[src/rtl/alu_dec_pkg.sv]
// alu_dec_pipe shared types: opcode/ALU-op enums, decode entry, decoder.
// decode_op() maps a 5-bit opcode to {alu_op, imm, err}.
package alu_dec_pkg;

  localparam logic [3:0] ALU_OP_NOP = 4'b1111;

  typedef enum logic [4:0] {
    OP_ADD  = 5'b00000,
    OP_ADDI = 5'b00001,
    OP_SUB  = 5'b00011,
    OP_SUBI = 5'b00100,
    OP_AND  = 5'b00101,
    OP_OR   = 5'b00110,
    OP_XOR  = 5'b00111,
    OP_NOT  = 5'b01000,
    OP_JMPI = 5'b01001,
    OP_CLR  = 5'b01011,
    OP_NOP  = 5'b01100,
    OP_CMPE = 5'b10010,
    OP_CMPG = 5'b10011,
    OP_CMPL = 5'b10100,
    OP_SHRA = 5'b10101,
    OP_SHRL = 5'b10110,
    OP_SHL  = 5'b10111
  } opcode_e;

  typedef enum logic [3:0] {
    ALU_ADD  = 4'h0,
    ALU_SUB  = 4'h1,
    ALU_AND  = 4'h2,
    ALU_OR   = 4'h3,
    ALU_XOR  = 4'h4,
    ALU_NOT  = 4'h5,
    ALU_CLR  = 4'h6,
    ALU_CMPE = 4'h7,
    ALU_CMPG = 4'h8,
    ALU_CMPL = 4'h9,
    ALU_SHRA = 4'ha,
    ALU_SHRL = 4'hb,
    ALU_SHL  = 4'hc,
    ALU_JMP  = 4'hd,
    ALU_IDLE = 4'hf
  } alu_op_e;

  typedef struct packed {
    alu_op_e alu_op;
    logic    imm;
    logic    err;
  } dec_entry_t;

  function automatic dec_entry_t decode_op(input logic [4:0] op);
    dec_entry_t d;
    d.alu_op = ALU_IDLE;
    d.imm    = 1'b0;
    d.err    = 1'b0;
    case (op)
      OP_ADD:  d.alu_op = ALU_ADD;
      OP_ADDI: begin d.alu_op = ALU_ADD; d.imm = 1'b1; end
      OP_SUB:  d.alu_op = ALU_SUB;
      OP_SUBI: begin d.alu_op = ALU_SUB; d.imm = 1'b1; end
      OP_AND:  d.alu_op = ALU_AND;
      OP_OR:   d.alu_op = ALU_OR;
      OP_XOR:  d.alu_op = ALU_XOR;
      OP_NOT:  d.alu_op = ALU_NOT;
      OP_JMPI: d.alu_op = ALU_JMP;
      OP_CLR:  d.alu_op = ALU_CLR;
      OP_NOP:  d.alu_op = ALU_IDLE;
      OP_CMPE: d.alu_op = ALU_CMPE;
      OP_CMPG: d.alu_op = ALU_CMPG;
      OP_CMPL: d.alu_op = ALU_CMPL;
      OP_SHRA: begin d.alu_op = ALU_SHRA; d.imm = 1'b1; end
      OP_SHRL: begin d.alu_op = ALU_SHRL; d.imm = 1'b1; end
      OP_SHL:  begin d.alu_op = ALU_SHL; d.imm = 1'b1; end
      default: d.err = 1'b1;
    endcase
    return d;
  endfunction

endpackage

[src/rtl/alu_dec_fifo.sv]
// Generic DEPTH x WIDTH synchronous FIFO, valid/ready on both sides.
// Optional flush port when ALU_DEC_FLUSH_EN is defined.
module alu_dec_fifo #(
  parameter int WIDTH = 8,
  parameter int DEPTH = 2
) (
  input  logic             clk,
  input  logic             rst_n,
`ifdef ALU_DEC_FLUSH_EN
  input  logic             flush,
`endif
  input  logic             push_valid,
  output logic             push_ready,
  input  logic [WIDTH-1:0] push_data,
  output logic             pop_valid,
  input  logic             pop_ready,
  output logic [WIDTH-1:0] pop_data
);

  localparam int AW = $clog2(DEPTH);

  logic [AW:0]      wr_q, wr_d;
  logic [AW:0]      rd_q, rd_d;
  logic [WIDTH-1:0] mem_q [DEPTH];
  logic [WIDTH-1:0] mem_d [DEPTH];
  logic             full;
  logic             empty;
  logic             do_push;
  logic             do_pop;
  logic             fl;

`ifdef ALU_DEC_FLUSH_EN
  assign fl = flush;
`else
  assign fl = 1'b0;
`endif

  // Same index, differing lap bit: writer is a full lap ahead.
  assign full  = (wr_q[AW] != rd_q[AW]) &&
                 (wr_q[AW-1:0] == rd_q[AW-1:0]);
  assign empty = (wr_q == rd_q);

  assign push_ready = !full || fl;
  assign pop_valid  = !empty;
  assign pop_data   = mem_q[rd_q[AW-1:0]];

  assign do_push = push_valid && push_ready && !fl;
  assign do_pop  = pop_valid && pop_ready;

  always_comb begin
    mem_d = mem_q;
    wr_d  = wr_q;
    rd_d  = rd_q;
    if (do_push) begin
      mem_d[wr_q[AW-1:0]] = push_data;
      wr_d = wr_q + 1'b1;
    end
    if (do_pop) begin
      rd_d = rd_q + 1'b1;
    end
    if (fl) begin
      wr_d = '0;
      rd_d = '0;
    end
  end

  always_ff @(posedge clk or negedge rst_n) begin
    if (!rst_n) begin
      wr_q <= '0;
      rd_q <= '0;
      for (int i = 0; i < DEPTH; i++) begin
        mem_q[i] <= '0;
      end
    end else begin
      wr_q  <= wr_d;
      rd_q  <= rd_d;
      mem_q <= mem_d;
    end
  end

endmodule

[src/rtl/alu_dec_pipe.sv]
// Registered ALU opcode decoder: decode on accept, FIFO toward execute,
// sticky error + saturating illegal count. Optional: ALU_DEC_FLUSH_EN.
module alu_dec_pipe
  import alu_dec_pkg::*;
#(
  parameter int OP_W      = 5,
  parameter int ALU_OP_W  = 4,
  parameter int TAG_W     = 8,
  parameter int DEPTH     = 2,
  parameter int ERR_CNT_W = 8
) (
  input  logic                 clk,
  input  logic                 rst_n,
  input  logic                 in_valid,
  output logic                 in_ready,
  input  logic [OP_W-1:0]      in_op,
  input  logic [TAG_W-1:0]     in_tag,
  output logic                 out_valid,
  input  logic                 out_ready,
  output logic [ALU_OP_W-1:0]  out_alu_op,
  output logic                 out_imm_sel,
  output logic                 out_err,
  output logic [TAG_W-1:0]     out_tag,
  output logic                 err_sticky,
  output logic [ERR_CNT_W-1:0] err_count,
`ifdef ALU_DEC_FLUSH_EN
  input  logic                 flush,
`endif
  input  logic                 clr_err
);

  localparam int W = ALU_OP_W + 2 + TAG_W;

  dec_entry_t          dec;
  logic                hi_bad;
  logic                err;
  logic                imm;
  logic [3:0]          alu;
  logic [W-1:0]        push_data;
  logic [W-1:0]        pop_data;
  logic                accept;
  logic                err_evt;
  logic                fl;
  logic [ERR_CNT_W-1:0] err_count_q, err_count_d;
  logic                err_sticky_q, err_sticky_d;

`ifdef ALU_DEC_FLUSH_EN
  assign fl = flush;
`else
  assign fl = 1'b0;
`endif

  assign dec    = decode_op(in_op[4:0]);
  assign hi_bad = (in_op >> 5) != '0;
  assign err    = dec.err || hi_bad;
  assign alu    = err ? ALU_OP_NOP : dec.alu_op;
  assign imm    = !err && dec.imm;

  assign push_data = {ALU_OP_W'(alu), imm, err, in_tag};

  alu_dec_fifo #(
    .WIDTH(W),
    .DEPTH(DEPTH)
  ) u_fifo (
    .clk        (clk),
    .rst_n      (rst_n),
`ifdef ALU_DEC_FLUSH_EN
    .flush      (flush),
`endif
    .push_valid (in_valid),
    .push_ready (in_ready),
    .push_data  (push_data),
    .pop_valid  (out_valid),
    .pop_ready  (out_ready),
    .pop_data   (pop_data)
  );

  assign out_alu_op  = pop_data[W-1 -: ALU_OP_W];
  assign out_imm_sel = pop_data[TAG_W+1];
  assign out_err     = pop_data[TAG_W];
  assign out_tag     = pop_data[TAG_W-1:0];

  // Entries dropped by a flush never reach the counters.
  assign accept  = in_valid && in_ready && !fl;
  assign err_evt = accept && err;

  // A new illegal accept survives a coincident clear.
  always_comb begin
    err_count_d  = err_count_q;
    err_sticky_d = err_sticky_q;
    if (clr_err) begin
      err_count_d  = err_evt ? ERR_CNT_W'(1) : '0;
      err_sticky_d = err_evt;
    end else if (err_evt) begin
      err_sticky_d = 1'b1;
      if (err_count_q != '1) begin
        err_count_d = err_count_q + 1'b1;
      end
    end
  end

  always_ff @(posedge clk or negedge rst_n) begin
    if (!rst_n) begin
      err_count_q  <= '0;
      err_sticky_q <= 1'b0;
    end else begin
      err_count_q  <= err_count_d;
      err_sticky_q <= err_sticky_d;
    end
  end

  assign err_count  = err_count_q;
  assign err_sticky = err_sticky_q;

endmodule

[config.mk]
export PLATFORM = sky130hd
export DESIGN_NAME = alu_dec_pipe
export DESIGN_NICKNAME = d
export VERILOG_FILES = /design/src/rtl/alu_dec_pkg.sv /design/src/rtl/alu_dec_fifo.sv /design/src/rtl/alu_dec_pipe.sv
export SDC_FILE = /design/constraint.sdc
export NUM_CORES = 1
export LEC_CHECK = 0
export ABC_AREA = 0
export CORE_UTILIZATION = 55
export CTS_CLUSTER_DIAMETER = 80
export CTS_CLUSTER_SIZE = 40
export DETAILED_ROUTE_END_ITERATION = 10
export PLACE_DENSITY = 0.84
export SYNTH_ARGS = -nofsm -noshare
export SYNTH_HDL_FRONTEND = slang
export SYNTH_SLANG_ARGS = --single-unit
[constraint.sdc]
create_clock -name clk -period 4.2 [get_ports clk]
set_clock_uncertainty 0.15 [all_clocks]
set_input_delay 0.84 -clock clk [delete_from_list [all_inputs] [get_ports clk]]
set_output_delay 0.84 -clock clk [all_outputs]
set_load 0.02 [all_outputs]
==> impl_table.tex <==
\begin{tabular}{lr}
\hline
Metric & Value \\
\hline
\multicolumn{2}{l}{\textbf{Placement}} \\
\quad Cell area reported after detailed placement & 2580 sq um \\
\quad Count of buffers inserted at the top-level ports & 42 \\
\quad Final GP Congestion & 0.892 \\
\quad HPWL reported at the end of detailed placement & 2.68 mm \\
\multicolumn{2}{l}{\textbf{Drt}} \\
\quad Average via count per standard cell & 5.76 \\
\quad Number of design rule violations left after detail routing & 0 \\
\quad Sum of routed wire length over all layers & 4.12 mm \\
\quad Antenna-violating nets left & 0 \\
\quad Routed vias & 1618 \\
\quad Routed wire length per instance & 14.7 um \\
\quad First-pass iteration count of the detailed router & 4 \\
\quad Number of DRC markers after the initial detailed-route iteration & 122 \\
\multicolumn{2}{l}{\textbf{Worst setup path}} \\
\quad Data required, critical path & 3.21 ns \\
\quad Number of cells on the critical path & 2 \\
\quad CP cell instances & mux2\_2 > clkdlybuf4s50\_1 \\
\quad CP Capture Type & output port \\
\quad Slowest cell on the critical path & sky130\_fd\_sc\_hd\_\_dfrtp\_1 \\
\quad Kind of critical path & flop to output port \\
\quad Critical Path AT & 2.13 ns \\
\quad Maximum fanout along the worst path & 19 \\
\quad Worst reg2reg startpoint & u\_fifo.rd\_q[0]\$\_DFFE\_PN0P\_ \\
\quad Number of buffer and inverter stages on the critical path & 1 \\
\quad Crit start category & flop \\
\quad Critical path origin & u\_fifo.rd\_q[0]\$\_DFFE\_PN0P\_ \\
\quad Number of cells on the worst reg-to-reg path & 4 \\
\quad Kind of cell adding the most delay to the critical path & flip-flops \\
\quad Slowest cell delay on critical path & 0.87 ns \\
\multicolumn{2}{l}{\textbf{Power and ir drop}} \\
\quad Total power per unit cell area & 747 nW/um\^{}2 \\
\quad Maximum resistive drop on vdd & 0.000464 V \\
\quad P\_leak & 0.00111 uW \\
\multicolumn{2}{l}{\textbf{Global routing}} \\
\quad GRT Overall Usage & 0.217 \\
\quad Initial antenna violation count & 0 \\
\quad Number of global-route vias before repair & 1521 \\
\quad Global route overflow & 0 \\
\quad Pin count of the biggest net entering global routing & 42 \\
\quad First-pass GRT wire length & 6.95 mm \\
\multicolumn{2}{l}{\textbf{Clock tree}} \\
\quad Clock tree root driver cell & sky130\_fd\_sc\_hd\_\_clkbuf\_8 \\
\quad TritonCTS clock tree & built \\
\quad Buffer levels on the longest clock path & 2 \\
\quad Setup Fix Bufs, Post-CTS & 0 \\
\quad Clock sink count & 41 \\
\quad Cts-stage hold buffer count & 0 \\
\quad Clock Latency Late Sink & 0.29 ns \\
\quad Clock Pin Slew Worst Setup and Hold Paths & 0.08 ns \\
\quad Number of buffers added by the clock tree synthesis step & 5 \\
\quad CTS H-tree depth & 2 \\
\quad Cells resized by post-CTS repair & 0 \\
\multicolumn{2}{l}{\textbf{Finish}} \\
\quad Ant. Diodes & 0 \\
\quad Layout overhead on the synthesized area & 24.5\% \\
\quad Count of filler cells inserted in the layout & 296 \\
\quad Total Nets Final & 251 \\
\quad Highest-count cells in the layout ignoring fill and taps & 41 x sky130\_fd\_sc\_hd\_\_dfrtp\_1, 41 x sky130\_fd\_sc\_hd\_\_clkdlybuf4s50\_1, 32 x sky130\_fd\_sc\_hd\_\_mux2\_2 \\
\quad Summed area of non-filler cells in the final layout & 2700 sq um \\
\quad Fraction of final layout cells sized beyond drive strength 1 & 0.210 \\
\quad Final standard cell utilization of the core & 0.727 \\
\multicolumn{2}{l}{\textbf{Synth}} \\
\quad Cell area after synthesis & 2170 sq um \\
\quad Portion of the post-synthesis area used by sequential elements & 0.473 \\
\quad Share of flip-flops with an asynchronous set or reset after synthesis & 1.00 \\
\quad Total nets after synthesis & 214 \\
\quad Synthesized instance count & 195 \\
\quad Post-Synthesis Mean Instance Area & 11.1 sq um \\
\quad Post-synth top flop & sky130\_fd\_sc\_hd\_\_dfrtp\_1 \\
\quad Post-synth cell types & 45 \\
\quad Synth warn & 0 \\
\quad Number of enable-type register cells in the synthesized netlist & 0 \\
\quad Post-synthesis register bit count & 41 \\
\multicolumn{2}{l}{\textbf{Flow run}} \\
\quad Count of maximum capacitance violations & 0 \\
\multicolumn{2}{l}{\textbf{Timing}} \\
\quad Transition time at the pin with the least slew margin & 0.893 ns \\
\quad Number of failing hold endpoints at the final stage & 0 \\
\quad Highest Clock Rate & 321 MHz \\
\quad Final period utilization & 0.742 \\
\quad Total setup violations reported at the end of the flow & 0 \\
\quad Worst slew margin relative to its limit & 0.405 \\
\quad RSZ-0062 raised after global routing & false \\
\quad Min cycle time layout & 3.12 ns \\
\quad Final-report max-slew violation count & 0 \\
\quad Total Neg Setup Slack & 0 ns \\
\multicolumn{2}{l}{\textbf{Hold path}} \\
\quad HP Class & flop to flop \\
\quad Hold path startpoint & u\_fifo.mem\_q[13]\$\_DFFE\_PN0P\_ \\
\quad Cell depth of the worst min-delay path & 2 \\
\multicolumn{2}{l}{\textbf{Floorplanning}} \\
\quad Top-Level Pins & 43 \\
\quad Die outline height & 64.8 um \\
\quad Chip width & 64.8 um \\
\quad Initial standard-cell utilization of the core & 0.584 \\
\quad Area of the die & 4200 sq um \\
\quad CORE AREA & 3720 sq um \\
\quad Row count & 22 \\
\multicolumn{2}{l}{\textbf{Status}} \\
\quad Result of the run & complete, no violations \\
\hline
\end{tabular}
-- flip-flops by register name, indices dropped and copies added (netlist names) --
signal / count
err_count: 8
err_sticky: 1
u_fifo.mem_q: 28
u_fifo.rd_q: 2
u_fifo.wr_q: 2
-- path summary, 6_finish.rpt --
kind	end	slack, ns
worst min register to register	u_fifo.mem_q[13]$_DFFE_PN0P_	0.33
worst max register to register	err_count[6]$_DFFE_PN0P_	1.84
min in group asynchronous	err_count[3]$_DFFE_PN0P_	0.52
worst max-delay path	out_alu_op[2]	1.08
worst min-delay path	u_fifo.mem_q[13]$_DFFE_PN0P_	0.33
max in group asynchronous	u_fifo.mem_q[20]$_DFFE_PN0P_	2.82
-- worst min-delay path, cell delays in order, from the launching register on --
cell	delay (ns)
sky130_fd_sc_hd__dfrtp_1	0.35
sky130_fd_sc_hd__nand2_1	0.05
sky130_fd_sc_hd__o31ai_1	0.05
-- metal layers --
| layer | vias up | global-route usage | share of wire |
|---|---|---|---|
| li1 | 783 | - | - |
| met1 | 785 | 0.273 | 0.43 |
| met2 | 43 | 0.363 | 0.52 |
| met3 | 7 | 0.0387 | 0.037 |
| met4 | 0 | 0.0917 | 0.014 |
| met5 | - | 0 | 0 |
-- metrics by stage --
step | total power [uW] | worst slack, ns | hold slack, ns | std cells
floorplan | 1340 | 1.97 | 0.293 | 195
global placement | 1670 | 1.29 | 0.306 | 273
detailed placement | 1700 | 1.23 | 0.314 | 273
CTS | 2040 | 1.05 | 0.333 | 281
global route | 2140 | 0.962 | 0.356 | 281
finish | 2020 | 1.08 | 0.329 | 281
-- cells by family (layout without fill, tap and decap cells) --
kind of cell               count (synthesis)  in the layout  synth area share
AOI/OAI and AO/OA                         41             41             0.128
xor gates and xnor gates                   7              7            0.0317
adders and majority gates                  1              1           0.00577
buffers and inverters                     18             56            0.0432
DFF                                       41             41             0.473
muxes                                     35             35             0.183
and+or+nand+nor                           52             52             0.136
-- Yosys cell counts (all sizes together) (4+ instances only) --
cell type / number / share of area
a21oi: 6 / 0.014
buf: 8 / 0.026
clkbuf: 6 / 0.010
dfrtp: 41 / 0.47
inv: 4 / 0.0069
mux2: 34 / 0.18
nand2: 17 / 0.029
nand2b: 4 / 0.012
nand3: 5 / 0.012
nor3: 4 / 0.012
o21ai: 15 / 0.036
o31ai: 9 / 0.031
or4: 5 / 0.017
xnor2: 6 / 0.028
-- where the power goes --
part | leakage, uW | internal, uW | switching [uW]
Combinational | 0.000545 | 533 | 465
Clock | 0.0000574 | 193 | 135
Sequential | 0.000506 | 563 | 130
-- cell type report --
type	count	area (sq um)	share of cell area
clock buffers	6	82.6	0.0306
clock inverters	2	37.5	0.0139
inverters	4	15.0	0.00556
multi-input cells	136	1050	0.389
flip-flops and latches	41	1030	0.380
well taps	48	60.1	0.0222
repair buffers	44	430	0.159
Power figures use the tool's default switching activity.
